$ cat src/rtl/snake_pkg.sv
// Shared types for the snake game controller: FSM states, one-hot move codes
// and the opposite-direction helper.
package snake_pkg;

    typedef enum logic [1:0] {
        ST_IDLE  = 2'b00,
        ST_PLAY  = 2'b01,
        ST_PAUSE = 2'b10,
        ST_OVER  = 2'b11
    } state_t;

    localparam logic [3:0] DIR_NONE  = 4'b0000;
    localparam logic [3:0] DIR_RIGHT = 4'b0001;
    localparam logic [3:0] DIR_LEFT  = 4'b0010;
    localparam logic [3:0] DIR_UP    = 4'b0100;
    localparam logic [3:0] DIR_DOWN  = 4'b1000;

    function automatic logic [3:0] opposite(input logic [3:0] dir);
        logic [3:0] opp;
        case (dir)
            DIR_RIGHT: opp = DIR_LEFT;
            DIR_LEFT:  opp = DIR_RIGHT;
            DIR_UP:    opp = DIR_DOWN;
            DIR_DOWN:  opp = DIR_UP;
            default:   opp = DIR_NONE;
        endcase
        return opp;
    endfunction

endpackage

$ cat src/rtl/snake_dir_fifo.sv
// Two-entry queue of pending one-hot direction requests; exposes both the
// head (next to commit) and the tail (most recently accepted).
module snake_dir_fifo (
    input  logic       clk,
    input  logic       rst,
    input  logic       clear,
    input  logic       push,
    input  logic       pop,
    input  logic [3:0] din,
    output logic [3:0] head,
    output logic [3:0] tail,
    output logic       full,
    output logic       empty
);

    logic [3:0] mem [2];
    logic       rd_ptr;
    logic       wr_ptr;
    logic [1:0] count;
    logic       do_push;
    logic       do_pop;

    assign full    = (count == 2'd2);
    assign empty   = (count == 2'd0);
    // A full queue can still take a push in the same cycle an entry leaves.
    assign do_push = push && (!full || pop);
    assign do_pop  = pop && !empty;
    assign head    = mem[rd_ptr];
    assign tail    = mem[~wr_ptr];

    always_ff @(posedge clk) begin
        if (rst || clear) begin
            rd_ptr <= 1'b0;
            wr_ptr <= 1'b0;
            count  <= 2'd0;
            mem[0] <= 4'b0000;
            mem[1] <= 4'b0000;
        end else begin
            if (do_push) begin
                mem[wr_ptr] <= din;
                wr_ptr      <= ~wr_ptr;
            end
            if (do_pop) begin
                rd_ptr <= ~rd_ptr;
            end
            case ({do_push, do_pop})
                2'b10:   count <= count + 2'd1;
                2'b01:   count <= count - 2'd1;
                default: count <= count;
            endcase
        end
    end

endmodule

$ cat src/rtl/snake_ctrl.sv
// Snake game control FSM: start/pause/over sequencing, button press queueing
// and move pacing. Define SNAKE_SPEEDUP_EN to shorten the move period with score.
module snake_ctrl
    import snake_pkg::*;
#(
    parameter int c_STEP_CYCLES = 25000000,
    parameter int c_MIN_CYCLES  = 2500000,
    parameter int c_SPEED_STEP  = 500000,
    parameter int c_CNT_W       = 25,
    parameter int SCORE_WIDTH   = 14
) (
    input  logic                   i_Clk,
    input  logic                   i_Rst,
    input  logic                   i_Start,
    input  logic [3:0]             i_Buttons,
    input  logic                   i_Kill,
    input  logic [SCORE_WIDTH-1:0] i_Score,
    output logic [3:0]             o_Direction,
    output logic                   o_GameRst,
    output logic [1:0]             o_State
);

    state_t             state;
    logic [c_CNT_W-1:0] cnt;
    logic [c_CNT_W-1:0] period_q;
    logic [c_CNT_W-1:0] period_calc;
    logic [3:0]         dir_q;
    logic [3:0]         btn_q;
    logic [3:0]         rose;
    logic [3:0]         last_dir;
    logic [3:0]         next_dir;
    logic               press_ok;
    logic               step;
    logic               push;
    logic               pop;
    logic               clear;
    logic [3:0]         fifo_head;
    logic [3:0]         fifo_tail;
    logic               fifo_full;
    logic               fifo_empty;

`ifdef SNAKE_SPEEDUP_EN
    localparam int PW = c_CNT_W + SCORE_WIDTH;
    logic [PW-1:0] reduction;

    // Compare before subtracting so a large score saturates at the floor.
    always_comb begin
        reduction = PW'(i_Score) * PW'(c_SPEED_STEP);
        if (reduction >= PW'(c_STEP_CYCLES - c_MIN_CYCLES)) begin
            period_calc = c_CNT_W'(c_MIN_CYCLES);
        end else begin
            period_calc = c_CNT_W'(PW'(c_STEP_CYCLES) - reduction);
        end
    end
`else
    logic unused_score;
    assign unused_score = ^i_Score;
    assign period_calc  = c_CNT_W'(c_STEP_CYCLES);
`endif

    always_comb begin
        rose     = i_Buttons & ~btn_q;
        press_ok = (rose != 4'b0000) && ((rose & (rose - 4'd1)) == 4'b0000)
                   && (i_Buttons == rose);
        last_dir = fifo_empty ? dir_q : fifo_tail;
        step     = (state == ST_PLAY) && !i_Kill && !i_Start
                   && (cnt == period_q - 1'b1);
        pop      = step && !fifo_empty;
        push     = (state == ST_PLAY) && press_ok && (rose != last_dir)
                   && (rose != opposite(last_dir)) && (!fifo_full || pop);
        clear    = (state == ST_IDLE) && i_Start;
        next_dir = pop ? fifo_head : dir_q;
    end

    snake_dir_fifo u_fifo (
        .clk   (i_Clk),
        .rst   (i_Rst),
        .clear (clear),
        .push  (push),
        .pop   (pop),
        .din   (rose),
        .head  (fifo_head),
        .tail  (fifo_tail),
        .full  (fifo_full),
        .empty (fifo_empty)
    );

    always_ff @(posedge i_Clk) begin
        if (i_Rst) begin
            state       <= ST_IDLE;
            cnt         <= '0;
            period_q    <= c_CNT_W'(c_STEP_CYCLES);
            dir_q       <= DIR_RIGHT;
            btn_q       <= 4'b0000;
            o_Direction <= DIR_NONE;
            o_GameRst   <= 1'b0;
        end else begin
            btn_q       <= i_Buttons;
            o_Direction <= DIR_NONE;
            o_GameRst   <= 1'b0;
            case (state)
                ST_IDLE: begin
                    if (i_Start) begin
                        state     <= ST_PLAY;
                        o_GameRst <= 1'b1;
                        dir_q     <= DIR_RIGHT;
                        cnt       <= '0;
                        period_q  <= period_calc;
                    end
                end
                ST_PLAY: begin
                    if (i_Kill) begin
                        state <= ST_OVER;
                    end else if (i_Start) begin
                        state <= ST_PAUSE;
                    end else if (step) begin
                        cnt         <= '0;
                        dir_q       <= next_dir;
                        o_Direction <= next_dir;
                        period_q    <= period_calc;
                    end else begin
                        cnt <= cnt + 1'b1;
                    end
                end
                ST_PAUSE: begin
                    if (i_Start) begin
                        state <= ST_PLAY;
                    end
                end
                default: begin
                    if (i_Start) begin
                        state <= ST_IDLE;
                    end
                end
            endcase
        end
    end

    assign o_State = state;

endmodule

$ cat config.mk
export PLATFORM = sky130hd
export DESIGN_NAME = snake_ctrl
export DESIGN_NICKNAME = d
export VERILOG_FILES = /design/src/rtl/snake_pkg.sv /design/src/rtl/snake_dir_fifo.sv /design/src/rtl/snake_ctrl.sv
export SDC_FILE = /design/constraint.sdc
export NUM_CORES = 1
export LEC_CHECK = 0
export CAP_MARGIN = 20
export CORE_MARGIN = 2
export CORE_UTILIZATION = 35
export CTS_CLUSTER_DIAMETER = 120
export DETAILED_ROUTE_END_ITERATION = 6
export GPL_ROUTABILITY_DRIVEN = 0
export GPL_TIMING_DRIVEN = 0
export SETUP_SLACK_MARGIN = 0.2
export SYNTH_ARGS = -nofsm -noshare
export SYNTH_HDL_FRONTEND = slang
export SYNTH_SLANG_ARGS = --single-unit
$ cat constraint.sdc
create_clock -name i_Clk -period 3.5 [get_ports i_Clk]
set_clock_uncertainty 0.05 [all_clocks]
set_input_delay 0.525 -clock i_Clk [delete_from_list [all_inputs] [get_ports i_Clk]]
set_output_delay 0.525 -clock i_Clk [all_outputs]
set_load 0.005 [all_outputs]
# ---- Word-level counts from Yosys, hierarchy flattened
# Memories as Yosys holds them, arrays and structs flattened. A register that Yosys moved wholly into a read port is not among the register bits.
# Index checks and enable logic that the tools add are counted.
dict set report word_totals {
  wordCells 111
  output_inout_bits 7
  reg_bits 69
  mem_bits_rw 8
  mem_count 1
}
# name depth word_bits read_ports rd_ports_with_merged_regs write_ports line_no
set mem_list {}
lappend mem_list {u_fifo.mem 2 4 2 1 2 snake_dir_fifo.sv:16} ;# logic [3:0] mem [2];
dict set report classes {
  reduce_logical 34
  eq_ne 18
  bitwise_logic 8
  muxes 35
  addsub 5
}
# operator n
set ops {}
lappend ops {{two-way mux 25 bit} 8}
lappend ops {{case mux 25 bit (2 select lines)} 2}
lappend ops {{two-way mux 4 bit} 7}
lappend ops {{adder 25 x 1 -> 25 bit, second input constant} 1}
lappend ops {{== test 25 bit} 1}
lappend ops {{subtractor 25 x 1 -> 25 bit, second input constant} 1}
lappend ops {{case mux 4 bit (4 select lines)} 1}
lappend ops {{logical AND 1 bit} 13}
lappend ops {{two-way mux 1 bit} 10}
lappend ops {{AND 4 bit} 2}
lappend ops {{two-way mux 2 bit} 4}
lappend ops {{!= test 2 bit, second input constant} 4}
lappend ops {{!= test 4 bit} 2}
lappend ops {{case mux 2 bit (2 select lines)} 2}
lappend ops {{case mux 4 bit (2 select lines)} 1}
lappend ops {{nonzero test 2 bit} 4}
lappend ops {{== test 2 bit, second input constant} 3}
lappend ops {{inverter 1 bit} 5}
lappend ops {{AND reduction 5 bit} 1}
lappend ops {{OR reduction 5 bit} 1}
lappend ops {{== test 2 x 1 -> 1 bit, second input constant} 2}
lappend ops {{== test 4 x 1 -> 1 bit, second input constant} 1}
lappend ops {{== test 4 x 2 -> 1 bit, second input constant} 1}
lappend ops {{== test 4 x 3 -> 1 bit, second input constant} 1}
lappend ops {{16 further kinds} 22}

# ---- Longest topological paths before layout
dict set report logic_depth {
  word_depth 17
  depth_mapped 14
  mapped_depth_nobuf 11
}

# ---- Modules after synthesis
# Synthesis repeated with hierarchy kept, for this count alone.
dict set report hier_totals {
  hier_cells 319
  area_unflattened_um2 2831.5
}
# module area_per_inst_um2 instances cells_per_inst
set by_module_without_submodules {}
lappend by_module_without_submodules {snake_ctrl 2204.6 1 262}
lappend by_module_without_submodules {snake_dir_fifo 626.9 1 57}

# ---- Worst setup path before layout
# Ideal clock, no wire load.
dict set report synth_path {
  path_kind {input -> register}
  start {input i_Start}
  end {register u_fifo.count[1]}
  path_slack_ns 0.718
  path_buffers 3
  cell_stages 12
  arrival_ns 2.598
  cell_sequence {clkbuf_1 -> nor2_1 -> nand4_1 -> or4_1 -> buf_2 -> a31oi_1 -> nand4_2 -> buf_6 -> ha_1 -> nor2_1 -> xnor2_1 -> nor2_1}
}
dict set report synth_via {
  elab_chain_cells 9
  elab_cells_between_ends 14
  classes_between {eq/ne (2); mux (1); reduce/logical (11)}
}
# item line_no
set synth_rtl {}
lappend synth_rtl {{start, declared} snake_ctrl.sv:14} ;# input logic i_Start,
lappend synth_rtl {{logical NOT 1 bit} snake_ctrl.sv:66} ;# step = (state == ST_PLAY) && !i_Kill && !i_Start
lappend synth_rtl {{logical AND 1 bit} snake_ctrl.sv:66}
lappend synth_rtl {{logical AND 1 bit} snake_ctrl.sv:67} ;# && (cnt == period_q - 1'b1);
lappend synth_rtl {{logical AND 1 bit} snake_ctrl.sv:68} ;# pop = step && !fifo_empty;
lappend synth_rtl {{logical OR 1 bit} {snake_dir_fifo.sv:26, snake_ctrl.sv:70}}
lappend synth_rtl {{logical AND 1 bit} snake_ctrl.sv:70} ;# && (rose != opposite(last_dir)) && (!fifo_full || pop);
lappend synth_rtl {{logical AND 1 bit} snake_dir_fifo.sv:26} ;# assign do_push = push && (!full || pop);
lappend synth_rtl {{== test 2 x 1 -> 1 bit / == test 2 bit (equally long branches)} snake_dir_fifo.sv:46} ;# case ({do_push, do_pop})
lappend synth_rtl {{case mux 2 bit (2 select lines) / nonzero test 2 bit (equally long branches)} -}
lappend synth_rtl {{end signal, assigned} snake_dir_fifo.sv:47} ;# 2'b10: count <= count + 2'd1;
lappend synth_rtl {{end signal, assigned} snake_dir_fifo.sv:48} ;# 2'b01: count <= count - 2'd1;
lappend synth_rtl {{end signal, assigned} snake_dir_fifo.sv:49} ;# default: count <= count;
lappend synth_rtl {{end, declared} snake_dir_fifo.sv:19} ;# logic [1:0] count;
# Parallel ways exist; a longest one is shown, timed or not.
# A chain may end at the register's enable or synchronous reset.

# ---- Worst setup path in the final report
dict set report layout_path {
  start {register cnt[1]}
  end {register u_fifo.count[1]}
}
dict set report layout_via {
  elab_chain_cells 8
  elab_cells_between_ends 11
  classes_between {eq/ne (3); mux (1); reduce/logical (7)}
}
# item line_no
set layout_rtl {}
lappend layout_rtl {{start, declared} snake_ctrl.sv:24} ;# logic [c_CNT_W-1:0] cnt;
lappend layout_rtl {{start signal, assigned} snake_ctrl.sv:122} ;# cnt <= cnt + 1'b1;
lappend layout_rtl {{== test 25 bit (*)} snake_ctrl.sv:67}
lappend layout_rtl {{logical AND 1 bit (*)} snake_ctrl.sv:67}
lappend layout_rtl {{logical AND 1 bit (*)} snake_ctrl.sv:68}
lappend layout_rtl {{logical OR 1 bit} {snake_dir_fifo.sv:26, snake_ctrl.sv:70}}
lappend layout_rtl {{logical AND 1 bit} snake_ctrl.sv:70}
lappend layout_rtl {{logical AND 1 bit} snake_dir_fifo.sv:26}
lappend layout_rtl {{== test 2 x 1 -> 1 bit / == test 2 bit (equally long branches)} snake_dir_fifo.sv:46}
lappend layout_rtl {{case mux 2 bit (2 select lines) / nonzero test 2 bit (equally long branches)} -}
# Mark *: on every way between the ends. The rest lies on a longest branch, timed or not.

==> results.md <==
Outcome:
- The flow ran to the end, and the final reports show no timing, DRC or antenna violations.

Logic synthesis:
- After synthesis the netlist holds a flip-flop and latch count of 53.
- Of the post-synthesis cell area, the dominant cell type holds 31.9%.
- In the synthesized netlist the async set-or-reset flop fraction comes to 0%.
- After technology mapping, the gate count stands at 322.
- The most area-hungry cell type in the Yosys netlist is sky130_fd_sc_hd__dfxtp_1.
- By area the synthesized netlist is led by sky130_fd_sc_hd__dfxtp_1, sky130_fd_sc_hd__edfxtp_1, sky130_fd_sc_hd__nor2_1.
- The total nets after synthesis is 346.
- The predominant post-synthesis flop cell is sky130_fd_sc_hd__dfxtp_1.
- Yosys printed 0 warnings.
- The number of different library cells used by synthesis comes to 57.
- The sequential fraction of the synthesis area is 40.4%.
- The mean cell area of the mapped netlist is 8.78 um^2.
- The mapped cell area is 0.00283 mm^2.
- The synthesized design contains 8 enable-type register cells.

Clock tree:
- The latest clock arrival within the worst-skew pair is 0.31 ns.
- TritonCTS built the clock tree.
- After clock tree synthesis, the clock-pin slew on the worst setup and hold paths is 0.11 ns.
- The maximum root-to-sink buffer count is 2.
- Counting the buffers created by CTS gives 5.
- The H-tree generated during clock tree synthesis spans 2 levels.
- Counting every sink on the clock net gives 53.
- The cell chosen for the clock root is sky130_fd_sc_hd__clkbuf_8.

Global routing:
- The first global-routing pass estimated 10.4 mm of wire.
- Global routing used 14.9% of the available tracks.
- The largest net degree at the start of global routing is 19.
- The number of global-route vias before repair is 2147.
- The total overflow left after global routing is 0.
- The initial antenna violation count was 0.

STA:
- The minimum clock period is 3.03 ns.
- Based on the critical path, the design can be clocked at up to 330 MHz.
- The final max-slew violation count is 0.
- The count of final hold-check violations is 0.
- The slew of the pin with the lowest slew margin is 0.627 ns.
- In the finished design, the share of the clock period the worst path needs comes to 86.7%.
- Measured against its own limit, the worst slew margin works out to 58.2%.
- Setup repair after global routing left no endpoint under its margin.
- In the final timing run, aggregate negative setup slack is 0 ns.
- Setup violations remaining at the end of the flow were counted as 0.
- Hold is met by 0.430 ns.

Pwr:
- The power density over the cells is 353 mW/mm^2.
- VDD sags by at most 141 uV.
- The completed layout was analyzed and its total power is 1.13 mW.
- For this design the static power due to leakage is 0.982 nW.

Drt:
- The routed design has 6.15 mm of wire.
- The count of routing violations after the opening detailed-route iteration is 116.
- After detailed routing, the number of remaining DRC violations is 0.
- In the final routed layout, each cell accounts on average for 13.8 um.
- Summing over every cut layer, the via total after detailed routing is 2337.
- Dividing the detail-routed via count by the number of cells gives 5.25.
- The detail route stage leaves a number of antenna-violating nets equal to 0.
- For this run, the detailed router's first-pass iteration total came to 4.

Finish:
- The count of inserted antenna diode cells is 0.
- The register cell area after layout is 0.00114 mm^2.
- The number of filler cells placed in the layout is 813.
- The final layout contains 366 nets.
- The area of the multi-input gates is 0.00157 mm^2.
- The post-route netlist has 10.2% of its cells at a drive strength greater than 1.
- Relative to the synthesized area, the layout overhead comes to 12.8%.

Worst setup path:
- The critical setup path kind is flip-flop to flip-flop.
- The signal arrival time at the worst endpoint is 3.18 ns.
- In this run the critical register-to-register path is launched from cnt[1].
- In this run the worst setup path begins at cnt[1].
- At the worst endpoint, the required time is 3.65 ns.
- STA classifies the critical path endpoint as a flip-flop.
- The largest driver fanout on the critical path is 10.
- The kind of launch point of the worst setup path is a flip-flop.

Place:
- The placed wire-length estimate is 4.61 mm.
- The number of buffers inserted by port buffering is 13.

Floorplan:
- The floorplan has 32 rows.
- The height of the die is 93.9 um.
- The overall die area is 0.00881 mm^2.
- The effective utilization at floorplan is 36.4%.
- For this design the top-level I/O count stands at 29.
- The area of the core is 0.00777 mm^2.
- Measured along the x axis, the die boundary spans 93.9 um.

Flow run:
- The tool flagged a number of max-cap violations equal to 0.

Worst hold path:
- The class of the tightest hold or removal check is flip-flop to flip-flop.
- The startpoint identified for the worst hold timing path is dir_q[2].
-- cells in the mapped netlist (2+ instances only) --
library cell,number
sky130_fd_sc_hd__or3b_1,2
sky130_fd_sc_hd__xor2_1,10
sky130_fd_sc_hd__and2_1,2
sky130_fd_sc_hd__o22ai_1,3
sky130_fd_sc_hd__o21ai_1,4
sky130_fd_sc_hd__dfxtp_1,45
sky130_fd_sc_hd__nand2b_1,6
sky130_fd_sc_hd__buf_4,3
sky130_fd_sc_hd__a211oi_1,6
sky130_fd_sc_hd__nand4_1,9
sky130_fd_sc_hd__and3_1,3
sky130_fd_sc_hd__nor4_2,7
sky130_fd_sc_hd__nor4_1,3
sky130_fd_sc_hd__o21ai_0,10
sky130_fd_sc_hd__nor3_1,12
sky130_fd_sc_hd__xnor2_1,13
sky130_fd_sc_hd__or3_1,2
sky130_fd_sc_hd__nand2_1,27
sky130_fd_sc_hd__a31oi_1,2
sky130_fd_sc_hd__ha_1,2
sky130_fd_sc_hd__or4_1,3
sky130_fd_sc_hd__or2_0,3
sky130_fd_sc_hd__edfxtp_1,8
sky130_fd_sc_hd__mux2i_1,9
sky130_fd_sc_hd__a21oi_1,14
sky130_fd_sc_hd__inv_1,5
sky130_fd_sc_hd__and4_1,2
sky130_fd_sc_hd__nor2_1,42
sky130_fd_sc_hd__nor2b_1,10
sky130_fd_sc_hd__a21oi_2,3
sky130_fd_sc_hd__clkbuf_1,7
sky130_fd_sc_hd__a21o_1,2
sky130_fd_sc_hd__or2_1,2
sky130_fd_sc_hd__nand3_1,15
sky130_fd_sc_hd__buf_6,4
-- cell families after synthesis --
logic type               Yosys count  synth area share, %
AO/OA/AOI/OAI                     56                 12.8
buffers and inverters             21                 4.29
adder cells (fa/ha/maj)            2                0.885
XOR/XNOR                          23                 7.13
AND/OR/NAND/NOR                  157                 30.9
flip-flops                        53                 40.4
multiplexers                      10                 3.59
-- layer usage --
| metal | track usage, % | wire length (um) | part of all wire [%] |
|---|---|---|---|
| met5 | 0 | 0 | 0 |
| met4 | 6.16 | 118 | 1.9 |
| met2 | 22.4 | 2600 | 42 |
| met3 | 2.33 | 195 | 3.2 |
| met1 | 21.2 | 3240 | 53 |
-- cells in the final DEF (no fill, tap or decap), types with 7 or more instances in the layout --
cell | netlist | routed
sky130_fd_sc_hd__clkdlybuf4s50_1 | 0 | 13
sky130_fd_sc_hd__o21ai_0 | 10 | 10
sky130_fd_sc_hd__clkbuf_1 | 7 | 7
sky130_fd_sc_hd__dfxtp_1 | 45 | 44
sky130_fd_sc_hd__a21oi_1 | 14 | 14
sky130_fd_sc_hd__nand2_1 | 27 | 27
sky130_fd_sc_hd__nor3_1 | 12 | 12
sky130_fd_sc_hd__nand4_1 | 9 | 9
sky130_fd_sc_hd__nand3_1 | 15 | 15
sky130_fd_sc_hd__xor2_1 | 10 | 10
sky130_fd_sc_hd__nor2_1 | 42 | 41
sky130_fd_sc_hd__nor4_2 | 7 | 7
sky130_fd_sc_hd__xnor2_1 | 13 | 13
sky130_fd_sc_hd__edfxtp_1 | 8 | 8
sky130_fd_sc_hd__nor2b_1 | 10 | 10
sky130_fd_sc_hd__mux2i_1 | 9 | 9
-- cell type report --
type	count	area share, %
Multi-Input combinational cell	248	49.3
Sequential cell	53	35.8
Timing Repair Buffer	13	4.08
Tap cell	102	4.00
Buffer	16	3.22
Clock buffer	5	2.16
Clock inverter	3	0.824
Inverter	5	0.588
-- sequential cells by signal (all words and copies together) (netlist names), named ones only --
signal,cells
cnt,25
u_fifo.mem,8
btn_q,4
dir_q,4
o_Direction,4
o_State,2
u_fifo.count,2
o_GameRst,1
u_fifo.rd_ptr,1
u_fifo.wr_ptr,1
-- final timing paths --
check	end	slack (ns)	cells after the start
worst min register to register	dir_q[2]	0.43	2
worst max register to register	u_fifo.count[1]	0.47	12
worst max-delay path	u_fifo.count[1]	0.47	12
worst min-delay path	dir_q[2]	0.43	2
-- metrics by stage --
stage / setup slack (ns) / instance area [um^2] / instances / util [%]
final: 0.467 / 3190 / 445 / 41.1
after global routing: 0.252 / 3190 / 445 / 41.1
after CTS: 0.365 / 3180 / 445 / 40.9
after detailed placement: 0.0732 / 3080 / 437 / 39.7
after global placement: 0.0620 / 3080 / 437 / 39.7
after floorplan: 0.718 / 2830 / 322 / -
-- worst max-delay path: stages (launching register included) --
cell                      delay, ns
sky130_fd_sc_hd__dfxtp_1       0.41
sky130_fd_sc_hd__ha_1          0.24
sky130_fd_sc_hd__and4_1        0.26
sky130_fd_sc_hd__nand3_1       0.07
sky130_fd_sc_hd__or4_1         0.51
sky130_fd_sc_hd__buf_2         0.18
sky130_fd_sc_hd__a31oi_2       0.23
sky130_fd_sc_hd__nand4_2       0.15
sky130_fd_sc_hd__buf_6         0.19
sky130_fd_sc_hd__ha_1          0.30
sky130_fd_sc_hd__nor2_1        0.14
sky130_fd_sc_hd__xnor2_1       0.13
sky130_fd_sc_hd__nor2_1        0.05
-- where the power goes --
group          leakage (nW)  switching (mW)  total, mW  internal [mW]
Sequential            0.451         0.00946      0.641          0.631
Combinational         0.482          0.0748      0.122         0.0477
Clock                0.0487           0.217      0.364          0.146
-- timing repair --
item	in CTS	in global routing
resized for setup	0	3
hold buffers	0	0
setup endpoints to repair	0	1
buffers inserted	0	0
(Power assumes the default switching activity.)
